`src/rtl/round_robin_weighted_arbiter_pkg.sv`:
```
// Shared types and constants for the weighted round-robin arbiter.
// Optional macro: ARB_LOCK_EN (adds a burst lock input).
package rr_arb_pkg;

    typedef enum logic {
        ARB_IDLE  = 1'b0,
        ARB_GRANT = 1'b1
    } arb_state_e;

    // A programmed weight of zero still buys one transfer.
    localparam int MIN_CREDIT = 1;

endpackage

```
`src/rtl/round_robin_weighted_arbiter_if.sv`:
```
// Requester/grant bundle between the clients and the arbiter.
// Optional macro: ARB_LOCK_EN (adds the lock signal).
interface round_robin_weighted_arbiter_if #(
    parameter int NUM_REQ  = 4,
    parameter int WEIGHT_W = 4,
    parameter int IDX_W    = $clog2(NUM_REQ)
);
    logic [NUM_REQ-1:0]          req;
    logic [NUM_REQ*WEIGHT_W-1:0] weight;
    logic                        grant_ready;
`ifdef ARB_LOCK_EN
    logic                        lock;
`endif
    logic [NUM_REQ-1:0]          grant;
    logic                        grant_valid;
    logic [IDX_W-1:0]            grant_idx;
    logic                        busy;

`ifdef ARB_LOCK_EN
    modport master (output req, weight, grant_ready, lock,
                    input  grant, grant_valid, grant_idx, busy);
    modport slave  (input  req, weight, grant_ready, lock,
                    output grant, grant_valid, grant_idx, busy);
`else
    modport master (output req, weight, grant_ready,
                    input  grant, grant_valid, grant_idx, busy);
    modport slave  (input  req, weight, grant_ready,
                    output grant, grant_valid, grant_idx, busy);
`endif
endinterface

```
`src/rtl/round_robin_weighted_arbiter_mask_pick.sv`:
```
// Mask/unmask lowest-index picker: prefers requests inside the mask,
// falls back to the full request vector when the masked set is empty.
module rr_mask_pick #(
    parameter int N     = 4,
    parameter int IDX_W = $clog2(N)
) (
    input  logic [N-1:0]     req,
    input  logic [N-1:0]     mask,
    output logic [N-1:0]     onehot,
    output logic [IDX_W-1:0] idx,
    output logic             found
);
    logic [N-1:0] masked;
    logic [N-1:0] pool;

    // Choose the pool, isolate its lowest set bit and encode it.
    always_comb begin
        masked = req & mask;
        pool   = (|masked) ? masked : req;
        onehot = pool & (~pool + N'(1));
        idx    = '0;
        for (int i = 0; i < N; i++) begin
            if (onehot[i]) idx = IDX_W'(i);
        end
        found  = |req;
    end
endmodule

```
`src/rtl/round_robin_weighted_arbiter.sv`:
```
// Weighted round-robin arbiter: registered one-hot grant held under a
// valid/ready handshake for up to weight[i] transfers, then rotated.
// Optional macro: ARB_LOCK_EN (lock holds the burst open across transfers).
module round_robin_weighted_arbiter
    import rr_arb_pkg::*;
#(
    parameter int NUM_REQ  = 4,
    parameter int WEIGHT_W = 4
) (
    input  logic clk,
    input  logic rst,
    round_robin_weighted_arbiter_if.slave bus
);
    localparam int IDX_W = $clog2(NUM_REQ);
    localparam logic [WEIGHT_W-1:0] CREDIT_ONE = WEIGHT_W'(MIN_CREDIT);

    arb_state_e           state;
    logic [NUM_REQ-1:0]   mask;
    logic [NUM_REQ-1:0]   grant_q;
    logic [IDX_W-1:0]     idx_q;
    logic [WEIGHT_W-1:0]  credit;

    logic [NUM_REQ-1:0]   rot_mask;
    logic [NUM_REQ-1:0]   pick_mask;
    logic [NUM_REQ-1:0]   pick_oh;
    logic [IDX_W-1:0]     pick_idx;
    logic                 pick_found;
    logic [WEIGHT_W-1:0]  pick_w;
    logic [WEIGHT_W-1:0]  load_credit;
    logic                 xfer;
    logic                 cur_req;
    logic                 lock_hold;

`ifdef ARB_LOCK_EN
    assign lock_hold = bus.lock;
`else
    assign lock_hold = 1'b0;
`endif

    assign xfer    = (|grant_q) & bus.grant_ready;
    assign cur_req = bus.req[idx_q];

    // Bits strictly above the current grant; the top requester shifts out
    // to an all-zero mask, which forces an unmasked (wrapped) pick.
    assign rot_mask  = ~({grant_q[NUM_REQ-2:0], 1'b0} - NUM_REQ'(1));
    // IDLE picks against the stored pointer, GRANT re-arbitrates as if
    // the current burst had already ended.
    assign pick_mask = (state == ARB_IDLE) ? mask : rot_mask;

    rr_mask_pick #(.N(NUM_REQ), .IDX_W(IDX_W)) u_pick (
        .req    (bus.req),
        .mask   (pick_mask),
        .onehot (pick_oh),
        .idx    (pick_idx),
        .found  (pick_found)
    );

    assign pick_w      = bus.weight[pick_idx*WEIGHT_W +: WEIGHT_W];
    assign load_credit = (pick_w == '0) ? CREDIT_ONE : pick_w;

    // Arbitration FSM: grant, credit countdown, pointer rotation.
    always_ff @(posedge clk) begin
        if (!rst) begin
            state   <= ARB_IDLE;
            mask    <= '1;
            grant_q <= '0;
            idx_q   <= '0;
            credit  <= '0;
        end else begin
            case (state)
                ARB_IDLE: begin
                    if (pick_found) begin
                        grant_q <= pick_oh;
                        idx_q   <= pick_idx;
                        credit  <= load_credit;
                        state   <= ARB_GRANT;
                    end
                end
                ARB_GRANT: begin
                    if (xfer && cur_req && (lock_hold || credit > CREDIT_ONE)) begin
                        if (!lock_hold) credit <= credit - CREDIT_ONE;
                    end else if (xfer) begin
                        // Burst over: the picker prefers others and only
                        // falls back to the same requester when it is alone.
                        mask <= rot_mask;
                        if (pick_found) begin
                            grant_q <= pick_oh;
                            idx_q   <= pick_idx;
                            credit  <= load_credit;
                        end else begin
                            grant_q <= '0;
                            idx_q   <= '0;
                            credit  <= '0;
                            state   <= ARB_IDLE;
                        end
                    end else if (!cur_req) begin
                        mask    <= rot_mask;
                        grant_q <= '0;
                        idx_q   <= '0;
                        credit  <= '0;
                        state   <= ARB_IDLE;
                    end
                end
            endcase
        end
    end

    assign bus.grant       = grant_q;
    assign bus.grant_valid = |grant_q;
    assign bus.grant_idx   = idx_q;
    assign bus.busy        = (state == ARB_GRANT);
endmodule
```
`src/flat_wrapper.sv`:
```
// flat-port wrapper written by rule: the top's interface ports become plain ports
module round_robin_weighted_arbiter_flat import rr_arb_pkg::*;
#(
    parameter int NUM_REQ  = 4,
    parameter int WEIGHT_W = 4
)
  (clk, rst, bus_req, bus_weight, bus_grant_ready, bus_grant, bus_grant_valid, bus_grant_idx, bus_busy);
  round_robin_weighted_arbiter_if #(.NUM_REQ(NUM_REQ), .WEIGHT_W(WEIGHT_W)) bus_i ();
  input  logic clk;
  input  logic rst;
  input wire logic [$bits(bus_i.req)-1:0] bus_req;
  input wire logic [$bits(bus_i.weight)-1:0] bus_weight;
  input wire logic [$bits(bus_i.grant_ready)-1:0] bus_grant_ready;
  output wire logic [$bits(bus_i.grant)-1:0] bus_grant;
  output wire logic [$bits(bus_i.grant_valid)-1:0] bus_grant_valid;
  output wire logic [$bits(bus_i.grant_idx)-1:0] bus_grant_idx;
  output wire logic [$bits(bus_i.busy)-1:0] bus_busy;
  assign bus_i.req = bus_req;
  assign bus_i.weight = bus_weight;
  assign bus_i.grant_ready = bus_grant_ready;
  assign bus_grant = bus_i.grant;
  assign bus_grant_valid = bus_i.grant_valid;
  assign bus_grant_idx = bus_i.grant_idx;
  assign bus_busy = bus_i.busy;
  round_robin_weighted_arbiter #(.NUM_REQ(NUM_REQ), .WEIGHT_W(WEIGHT_W)) u_core (.clk(clk), .rst(rst), .bus(bus_i));
endmodule
```
`config.mk`:
```
export PLATFORM = sky130hd
export DESIGN_NAME = round_robin_weighted_arbiter_flat
export DESIGN_NICKNAME = d
export VERILOG_FILES = /design/src/rtl/round_robin_weighted_arbiter_pkg.sv /design/src/rtl/round_robin_weighted_arbiter_if.sv /design/src/rtl/round_robin_weighted_arbiter_mask_pick.sv /design/src/rtl/round_robin_weighted_arbiter.sv /design/src/flat_wrapper.sv
export SDC_FILE = /design/constraint.sdc
export NUM_CORES = 1
export LEC_CHECK = 0
export CORE_ASPECT_RATIO = 1.5
export CORE_MARGIN = 2
export CORE_UTILIZATION = 48
export CTS_BUF_LIST = sky130_fd_sc_hd__clkbuf_4
export DETAILED_ROUTE_END_ITERATION = 6
export PLACE_DENSITY_LB_ADDON = 0.25
export SYNTH_ARGS = -nofsm -noshare
export SYNTH_HDL_FRONTEND = slang
export SYNTH_SLANG_ARGS = --single-unit
```
`constraint.sdc`:
```
create_clock -name clk -period 5.5 [get_ports clk]
set_input_delay 0.825 -clock clk [delete_from_list [all_inputs] [get_ports clk]]
set_output_delay 0.825 -clock clk [all_outputs]
set_load 0.02 [all_outputs]
```
==> summary.txt, run 1 <==
Status
  • Status: complete, no violations

Route
  • Drt wl/cell: 16.0 um
  • Final WL: between 3 and 4 mm
  • Via Count: around 1,200
  • Via/cell ratio: between 6 and 7
  • Detailed Routing Iterations Pass 1: 4
  • Iteration-0 DRC Markers: 30
  • Residual DRC count: 0
  • Routed Antenna Nets: 0

Synth
  • Area share of the largest cell type after synthesis: 0.248
  • Synth top area cells: dfxtp_1 (25%), nand2_1 (5.6%), a21oi_1 (3.7%)
  • Main synth FF type: dfxtp_1
  • Synth unique cells: 54
  • Biggest area consumer among synthesized cells: dfxtp_1
  • Asr flop ratio synth: 0
  • Mean area per synthesized cell: 8.30 um^2
  • Mapped Area: 0.00121 mm^2
  • Leading cell types by count after synthesis: nand2_1 (18), dfxtp_1 (15), inv_1 (11)
  • EDFF count, synth: 0
  • Post-synthesis instance total: around 150
  • Count leader, synth: nand2_1
  • Sequential share of the synthesized area: 0.248
  • Synth Register Bits: 15
  • Net count after synthesis: 172
  • Synth Warn #: 0

Layout
  • Ant diodes: 0
  • Post-route insts no fill: around 200
  • Synth-to-Final Area Change: 24.9%
  • Final Net Count: around 200
  • Fin util: 0.625
  • Fin area: ~0.0015 mm^2
  • Layout cell share with drive strength beyond 1: 0.132

Pwr
  • Max IR drop VDD: approximately 0.00018 V
  • P per Cell Area: between 300 and 400 mW/mm^2
  • Cell leakage power: roughly 0.61 nW
  • Pwr Total: around 0.49 mW

Clock network
  • CTS root buf: clkbuf_4
  • H-tree levels: 1
  • Post-CTS sizing: 0
  • Deepest clock path buffer count: 2
  • Worst-skew pair later-pin latency: ~0.30 ns
  • CTS hold repair buffers: 0
  • CTS tree: built
  • Clk sinks: 15
  • # Post-CTS Setup Buffers: 0
  • Num CTS Buffers: 3
  • Clock slew at reported path FFs: about 0.1 ns

Hold path
  • Hold path cells: 2
  • Hold WC Path Type: flop to flop
  • Min-delay src: u_core.mask[3]$_SDFFE_PN1P_
  • Worst hold endpoint: u_core.mask[3]$_SDFFE_PN1P_

STA
  • Worst slew pin tran: ~0.63 ns
  • Final Critical Period: approximately 3.1 ns
  • Setup violations, final: 0
  • Max Fclk: approximately 0.32 GHz
  • Final TNS setup: 0 ns
  • Relative slew slack: 0.575
  • Tcrit/Tclk final: 0.568
  • Clock Skew: a little under 0.005 ns
  • Final hold violation count: 0
  • Final Max Slew Viols: 0
  • RSZ-0062 raised after global routing: no
  • Worst hold slack: about 0.49 ns
  • Fin worst setup slack: approximately 2.4 ns

Global routing
  • Vias in the first global route: between 1,000 and 1,500
  • Pin count of the biggest net entering global routing: 16
  • First-pass GRT wire length: between 5 and 6 mm
  • Grt ovf: 0
  • Initial antenna violation count: 0
  • GR Util All Layers: 0.236

Placement
  • Pre-CTS setup slack: around 2.1 ns
  • Gpl congestion: 0.888
  • Post-DP Area: 0.00149 mm^2
  • Hpwl dp: approximately 2.5 mm
  • Port bufs: 30
  • Placed insts: 194

Worst setup path
  • Crit Path Class: input port to flop
  • CP max FO: 10
  • CP Launch Type: input port
  • FF-to-FF Start: u_core.bus.grant[0]$_SDFFE_PN0P_
  • Reg-to-Reg End: u_core.credit[0]$_SDFFE_PN0P_
  • Worst R2R Path Depth: 9
  • Crit path capture type: flop
  • WP data arrival: ~3.3 ns
  • FF-to-FF setup slack: 2.68 ns
  • Critical Path RT: 5.71 ns

Floorplanning
  • Num ports: 31
  • Die H: 65.6 um
  • Initial Utilization: 0.501
  • Die width: roughly 45 um
  • Standard-cell rows: 22
  • Core ar.: around 0.0024 mm^2
  • Die ar.: slightly below 0.003 mm^2

Run
  • Maxcap violations: 0
critical path, cell delays in order:
cell             delay [ns]
clkdlybuf4s50_1        0.60
a22o_1                 0.29
a22o_1                 0.21
o21ai_0                0.28
o21a_1                 0.38
mux2i_1                0.30
a211oi_1               0.12
o41ai_2                0.33
flip-flops by register name (all words and copies together) (netlist names):
register / flops
u_core.credit: 4
u_core.bus.grant_idx: 2
u_core.bus.busy: 1
u_core.mask: 4
u_core.bus.grant: 4
power by group:
group,leakage [nW],total (mW),switching [mW],internal [mW]
sequential,0.124,0.152,0.0237,0.129
clock,0.0177,0.0681,0.0410,0.0271
combinational,0.464,0.265,0.144,0.121
total,0.605,0.486,0.208,0.277
layout by cell type, fill, tap and decap left out, types with 3 or more instances in the layout:
cell type / count
o21ai_0: 9
and2_1: 3
inv_1: 11
clkdlybuf4s50_1: 30
nand3_1: 3
dfxtp_1: 15
a22o_1: 3
a21oi_1: 9
nand2_1: 18
clkbuf_4: 3
nor2_1: 10
o211ai_1: 3
nor3_1: 3
ha_1: 3
mux2i_1: 3
cell type report:
class / count / area [um^2]
clock buffers: 3 / 22.5
clock inverters: 1 / 5.00
fillers: 224 / 908
inverters: 12 / 45.0
multi-input cells: 113 / 811
flip-flops and latches: 15 / 300
well taps: 24 / 30.0
repair buffers: 30 / 300
cell families after synthesis:
group                      count (synthesis)  synth area share
and+or+nand+nor                           51             0.213
AOI/OAI and AO/OA                         51             0.341
adders and majority gates                  3            0.0310
DFF                                       15             0.248
muxes                                      7            0.0774
xor gates and xnor gates                   1           0.00723
buffers and inverters                     18            0.0836
worst max path at each step:
stage | startpoint | to | slack (ns)
after floorplan | u_core.bus.grant[1]$_SDFFE_PN0P_ | u_core.credit[2]$_SDFFE_PN0P_ | 2.94
after global placement | bus_req[2] | u_core.credit[2]$_SDFFE_PN0P_ | 2.19
after detailed placement | bus_req[2] | u_core.credit[0]$_SDFFE_PN0P_ | 2.10
after CTS | bus_req[2] | u_core.credit[0]$_SDFFE_PN0P_ | 2.40
after global routing | bus_req[2] | u_core.credit[0]$_SDFFE_PN0P_ | 2.25
final | bus_req[2] | u_core.credit[0]$_SDFFE_PN0P_ | 2.38
routing by layer:
layer,vias up,routed length (um),global-route usage,share of wire
li1,602,-,-,-
met2,60,1590,0.411,0.50
met5,-,0,0,0
met1,558,1220,0.256,0.39
met4,0,136,0.140,0.043
met3,11,213,0.0357,0.067
(Power assumes the default switching activity.)
==> run 2, diff against run 1 <==
clock period = 2.95 ns   (was 5.5 ns; I/O delays follow)
==> run 2 against run 1 <==
Clock power up 79%. Clock-buffer cell count is the same. Sequential power rose by 86%. Routed wire length increased by 6.6%. Largest cell class unchanged. Largest power group unchanged.
==> summary.txt, run 2 (synthesis results as in run 1) <==
Layout
  • Sequential cell area: 300 um^2 (unchanged)
  • Commonest non-fill, non-tap cells in the layout: clkdlybuf4s50_1 (30), nand2_1 (18), dfxtp_1 (15), inv_1 (11), nor2_1 (10)
  • Filler cell count: 231 (+3.1%)
  • Ant diodes: 0 (unchanged)
  • Commonest non-fill, non-tap cell in the layout: clkdlybuf4s50_1
  • Final Net Count: 207 (+3.0%)
  • Synth-to-Final Area Change: 29.2%
  • Layout cell share with drive strength beyond 1: 0.167 (+0.0345)
  • Footprint of the multi-input gates: 818 um^2 (+0.93%)

Hold path
  • Hold WC Path Type: flop to flop

Worst setup path
  • Crit Path Class: flop to flop
  • Critical path's slowest cell: o21ai_0
  • Critical-path cell list: inv_1, ha_1, mux2_4, a221oi_4, a211oi_2, o21ai_0, o22a_1, a2bb2oi_1, o41ai_2
  • Crit path capture: u_core.credit[0]$_SDFFE_PN0P_
  • Crit path capture type: flop
  • Reg-to-Reg End: u_core.credit[0]$_SDFFE_PN0P_
  • FF-to-FF setup slack: 0.18 ns (-2.50 ns)
  • CP max FO: 5 (-5)
  • Crit path from: u_core.bus.grant[0]$_SDFFE_PN0P_
  • CP Launch Type: flop
  • Worst R2R Path Depth: 9 (unchanged)
  • FF-to-FF Start: u_core.bus.grant[0]$_SDFFE_PN0P_
  • WP data arrival: 2.95 ns (-0.38 ns)
  • Critical Path RT: 3.13 ns (-2.58 ns)
  • CP peak stage delay: 0.44 ns (-0.16 ns)

Pwr
  • Sw power: 0.393 mW (+89%)
  • Cell leakage power: 0.642 nW (+6.2%)
  • Clock power share: 0.131 (-0.009)
  • Max IR drop VDD: 0.000355 V (+95%)
  • Combinational Power Share: 0.564 (+0.018)
  • P per Cell Area: 592 mW/mm^2 (+85%)
  • Sequential Power Share: 0.305 (-0.009)
  • Sw frac: 0.424 (-0.00490)
  • Cell internal pwr: 0.534 mW (+93%)

Floorplanning
  • Core ar.: 0.00242 mm^2 (unchanged)
  • Standard-cell rows: 22 (unchanged)
  • Die width: 45.0 um (unchanged)
  • Die ar.: 0.00295 mm^2 (unchanged)
  • Die H: 65.6 um (unchanged)
  • Initial Utilization: 0.501 (unchanged)
  • Num ports: 31 (unchanged)

Clock network
  • Num CTS Buffers: 3 (unchanged)
  • CTS hold repair buffers: 0 (unchanged)
  • Deepest clock path buffer count: 2 (unchanged)
  • CTS root buf: clkbuf_4
  • # Post-CTS Setup Buffers: 0 (unchanged)
  • H-tree levels: 1 (unchanged)
  • Worst-skew pair later-pin latency: 0.29 ns (about the same)
  • Clk sinks: 15 (unchanged)
  • CTS tree: built
  • Clock slew at reported path FFs: 0.09 ns (about the same)
  • Post-CTS sizing: 0 (unchanged)

Route
  • Detailed Routing Iterations Pass 1: 4 (unchanged)
  • Via Count: 1,263 (+2.6%)
  • Routed Antenna Nets: 0 (unchanged)
  • Residual DRC count: 0 (unchanged)
  • Iteration-0 DRC Markers: 61 (+100%)
  • Final WL: 3.37 mm (+6.6%)
  • Drt wl/cell: 16.5 um (+3.5%)
  • Via/cell ratio: 6.19 (-0.42%)

Global routing
  • First-pass GRT wire length: 5.62 mm (+9.3%)
  • Pin count of the biggest net entering global routing: 12 (-4)
  • Initial antenna violation count: 0 (unchanged)
  • Vias in the first global route: 1,228 (+4.8%)
  • Grt ovf: 0 (unchanged)
  • GR Util All Layers: 0.258 (+0.0219)

STA
  • Final Critical Period: ~2.8 ns
  • RSZ-0062 raised after global routing: no
  • Tcrit/Tclk final: 0.940
  • Final TNS setup: 0 ns (unchanged)
  • Final hold violation count: 0 (unchanged)
  • Max Fclk: approximately 0.36 GHz
  • Final Max Slew Viols: 0 (unchanged)
  • Setup violations, final: 0 (unchanged)
  • Relative slew slack: 0.508 (-0.0665)
  • Fin worst setup slack: 0.178 ns (-2.20 ns)
  • Clock Skew: 0.00171 ns (-0.00324 ns)
  • Worst slew pin tran: 0.728 ns (+0.0985 ns)

Placement
  • Hpwl dp: 2.66 mm (+5.7%)
  • Port bufs: 30 (unchanged)
  • Gpl congestion: 0.986 (+11%)
  • Pre-CTS setup slack: 0.0416 ns (-2.06 ns)

Status
  • Status: complete, no violations

Run
  • Maxcap violations: 0 (unchanged)
## run 2: cell count changes in the layout (fill, tap and decap cells not counted), sizes merged
cell  delta
buf      +6
## run 2: final cells by class
class / count / share of cell area
clock buffer: 3 / 0.0144
tap: 24 / 0.0192
clock inverter: 1 / 0.00319
timing repair buffer: 36 / 0.220
inverter: 12 / 0.0288
multi-input combinational: 113 / 0.522
sequential: 15 / 0.192
## run 2: worst min path at each step
| stage | start | end | slack [ns] | depth (start not counted) |
|---|---|---|---|---|
| 2_1_floorplan | u_core.mask[3]$_SDFFE_PN1P_ | u_core.mask[3]$_SDFFE_PN1P_ | 0.45 | 2 |
| 3_3_place_gp | u_core.mask[3]$_SDFFE_PN1P_ | u_core.mask[3]$_SDFFE_PN1P_ | 0.48 | 2 |
| 3_5_place_dp | u_core.mask[3]$_SDFFE_PN1P_ | u_core.mask[3]$_SDFFE_PN1P_ | 0.48 | 2 |
| 4_1_cts | u_core.mask[3]$_SDFFE_PN1P_ | u_core.mask[3]$_SDFFE_PN1P_ | 0.50 | 2 |
| 5_1_grt | u_core.mask[3]$_SDFFE_PN1P_ | u_core.mask[3]$_SDFFE_PN1P_ | 0.54 | 2 |
| 6_report | u_core.mask[3]$_SDFFE_PN1P_ | u_core.mask[3]$_SDFFE_PN1P_ | 0.49 | 2 |
## run 2: metrics by stage
step | instances | hold slack [ns] | util | total power, mW | area (um^2)
finish | 204 | 0.494 | 0.647 | 0.928 | 1570
global route | 204 | 0.540 | 0.647 | 0.988 | 1570
CTS | 204 | 0.496 | 0.644 | 0.917 | 1560
detailed placement | 200 | 0.484 | 0.632 | 0.794 | 1530
global placement | 200 | 0.478 | 0.632 | 0.784 | 1530
floorplan | 146 | 0.446 | - | 0.646 | 1210
## run 2: power by group through the flow
stage	Sequential [mW]	Combinational [mW]	Clock [mW]
2_1_floorplan	0.284	0.362	0
3_3_place_gp	0.284	0.500	0
3_5_place_dp	0.286	0.508	0
4_1_cts	0.281	0.513	0.123
5_1_grt	0.287	0.570	0.130
6_report	0.283	0.523	0.122
## run 2: routing by layer
metal	wire [um]	vias to the layer above	part of all wire	track usage
met5	0	-	0	0
met4	68	0	0.020	0.103
met3	135	6	0.040	0.0275
met2	1810	44	0.54	0.468
met1	1360	596	0.40	0.292
li1	-	617	-	-
## run 2: critical path: cells and delay by family (launching register included)
| family | cells | cell delay (ns) |
|---|---|---|
| AO/OA/AOI/OAI | 6 | 1.55 |
| adder cells (fa/ha/maj) | 1 | 0.35 |
| buffers and inverters | 1 | 0.07 |
| flip-flops | 1 | 0.39 |
| multiplexers | 1 | 0.30 |
==> run 3, diff against run 2 <==
CORE_UTILIZATION = 50   (was 48)
==> run 3 against run 2 <==
Non-clock buffer count grew 1. Sequential share of layout area shrank 0.076 points. Via count shrank 0.24%. Design area grew 0.40%. Highest routed layer unchanged. Critical path type unchanged.
==> summary.txt, run 3 (synthesis results as in run 1) <==
Status
  • Status: complete, no violations

Hold path
  • Hold path cells: 2 (unchanged)
  • Hold WC Path Type: flop to flop

STA
  • Final TNS setup: 0 ns (unchanged)
  • Final hold violation count: 0 (unchanged)
  • RSZ-0062 raised after global routing: no
  • Clock Skew: 0.00600 ns (+0.00430 ns)
  • Setup violations, final: 0 (unchanged)
  • Final Max Slew Viols: 0 (unchanged)
  • Relative slew slack: 0.642 (+0.134)
  • Worst hold slack: 0.508 ns (+0.0144 ns)
  • Worst slew pin tran: 0.530 ns (-0.198 ns)
  • Tcrit/Tclk final: 0.947 (+0.00738)
  • Max Fclk: 0.358 GHz (-0.78%)
  • Final Critical Period: 2.79 ns (+0.0218 ns)

Pwr
  • Cell internal pwr: 0.535 mW (+0.22%)
  • Max IR drop VDD: 0.000415 V (+17%)
  • Sw frac: 0.424 (-0.000623)
  • Combinational Power Share: 0.567 (+0.003)
  • Sw power: 0.393 mW (about the same)
  • Clock power share: 0.135 (+0.004)
  • P per Cell Area: 590 mW/mm^2 (-0.29%)
  • Sequential Power Share: 0.298 (-0.007)
  • Cell leakage power: 0.647 nW (+0.66%)

Clock network
  • Post-CTS sizing: 0 (unchanged)
  • # Post-CTS Setup Buffers: 0 (unchanged)
  • H-tree levels: 1 (unchanged)
  • CTS tree: built
  • Deepest clock path buffer count: 2 (unchanged)
  • CTS root buf: clkbuf_4
  • Worst-skew pair later-pin latency: 0.30 ns (about the same)
  • Clock slew at reported path FFs: 0.10 ns (about the same)
  • CTS hold repair buffers: 0 (unchanged)
  • Clk sinks: 15 (unchanged)
  • Num CTS Buffers: 3 (unchanged)

Worst setup path
  • CP Launch Type: flop
  • Worst R2R Path Depth: 9 (unchanged)
  • CP max FO: 9 (+4)
  • Crit Path Class: flop to flop
  • WP data arrival: 3.01 ns (+0.06 ns)
  • Critical Path RT: 3.16 ns (+0.03 ns)
  • Crit path capture type: flop

Route
  • Final WL: 3.29 mm (-2.3%)
  • Via Count: 1,260 (-0.24%)
  • Residual DRC count: 0 (unchanged)
  • Routed Antenna Nets: 0 (unchanged)
  • Iteration-0 DRC Markers: 35 (-43%)
  • Via/cell ratio: 6.18 (-0.24%)
  • Detailed Routing Iterations Pass 1: 4 (unchanged)
  • Drt wl/cell: 16.1 um (-2.3%)

Layout
  • Fin area: 0.00157 mm^2 (+0.40%)
  • Commonest non-fill, non-tap cell in the layout: clkdlybuf4s50_1
  • Commonest non-fill, non-tap cells in the layout: clkdlybuf4s50_1 (30), nand2_1 (18), dfxtp_1 (15), inv_1 (11), nor2_1 (10)
  • Ant diodes: 0 (unchanged)
  • Layout cell share with drive strength beyond 1: 0.171 (+0.00460)
  • Final Net Count: 208 (+0.48%)
  • Synth-to-Final Area Change: 29.7%

Global routing
  • Initial antenna violation count: 0 (unchanged)
  • Vias in the first global route: 1,293 (+5.3%)
  • First-pass GRT wire length: 5.51 mm (-1.8%)
  • Pin count of the biggest net entering global routing: 13 (+1)
  • Grt ovf: 0 (unchanged)
  • GR Util All Layers: 0.254 (-0.00398)

Placement
  • Gpl congestion: 0.978 (-0.80%)
  • Post-DP Area: 0.00154 mm^2 (+0.41%)
  • Port bufs: 30 (unchanged)
  • Hpwl dp: 2.62 mm (-1.7%)

Floorplanning
  • Core ar.: 0.00226 mm^2 (-6.7%)
  • Num ports: 31 (unchanged)
  • Die width: 44.2 um (-1.8%)
  • Die ar.: 0.00284 mm^2 (-3.7%)
  • Die H: 64.3 um (-1.9%)
  • Standard-cell rows: 21 (-4.5%)
  • Initial Utilization: 0.537 (+0.0360)

Run
  • Maxcap violations: 0 (unchanged)
## run 3: changes by cell type in the layout (fill, tap and decap cells not counted)
cell | before | now
buf_4 | 6 | 7
## run 3: worst paths after layout
| check | slack (ns) | startpoint | to |
|---|---|---|---|
| setup / recovery | 0.16 | u_core.bus.grant[0]$_SDFFE_PN0P_ | u_core.credit[0]$_SDFFE_PN0P_ |
| hold / removal | 0.51 | u_core.mask[1]$_SDFFE_PN1P_ | u_core.mask[1]$_SDFFE_PN1P_ |
| setup reg to reg | 0.16 | u_core.bus.grant[0]$_SDFFE_PN0P_ | u_core.credit[0]$_SDFFE_PN0P_ |
| hold reg to reg | 0.51 | u_core.mask[1]$_SDFFE_PN1P_ | u_core.mask[1]$_SDFFE_PN1P_ |
## run 3: per-layer routing
metal	vias up	GRT usage	part of all wire
met2	44	0.478	0.54
li1	618	-	-
met3	9	0.0226	0.046
met4	0	0.0909	0.023
met1	589	0.279	0.39
met5	-	0	0
## run 3: final cells by class
type | instances | area [um^2]
well taps | 23 | 28.8
fillers | 188 | 687
repair buffers | 37 | 353
inverters | 12 | 45.0
clock inverters | 1 | 5.00
multi-input cells | 113 | 818
clock buffers | 3 | 22.5
flip-flops and latches | 15 | 300
## run 3: stage by stage
| stage | util | std cells | power [mW] | setup slack [ns] |
|---|---|---|---|---|
| 6_report | 0.696 | 204 | 0.929 | 0.156 |
| 5_1_grt | 0.696 | 204 | 0.986 | 0.0261 |
| 4_1_cts | 0.693 | 204 | 0.920 | 0.155 |
| 3_5_place_dp | 0.681 | 200 | 0.794 | 0.0887 |
| 3_3_place_gp | 0.681 | 200 | 0.782 | 0.173 |
| 2_1_floorplan | - | 146 | 0.646 | 0.391 |
## run 3: power by group through the flow
| stage | registers (mW) | logic (mW) | clock network (mW) |
|---|---|---|---|
| final | 0.276 | 0.527 | 0.126 |
| after global routing | 0.283 | 0.571 | 0.133 |
| after CTS | 0.276 | 0.517 | 0.127 |
| after detailed placement | 0.281 | 0.513 | 0 |
| after global placement | 0.280 | 0.502 | 0 |
| after floorplan | 0.284 | 0.362 | 0 |
## run 3: worst max-delay path: stages, from the launching register on
cell,delay [ns]
dfxtp_1,0.39
inv_1,0.08
ha_1,0.36
mux2_4,0.31
a221oi_4,0.31
a211oi_2,0.15
o21a_1,0.31
o32ai_1,0.39
a21oi_1,0.10
o41ai_2,0.31
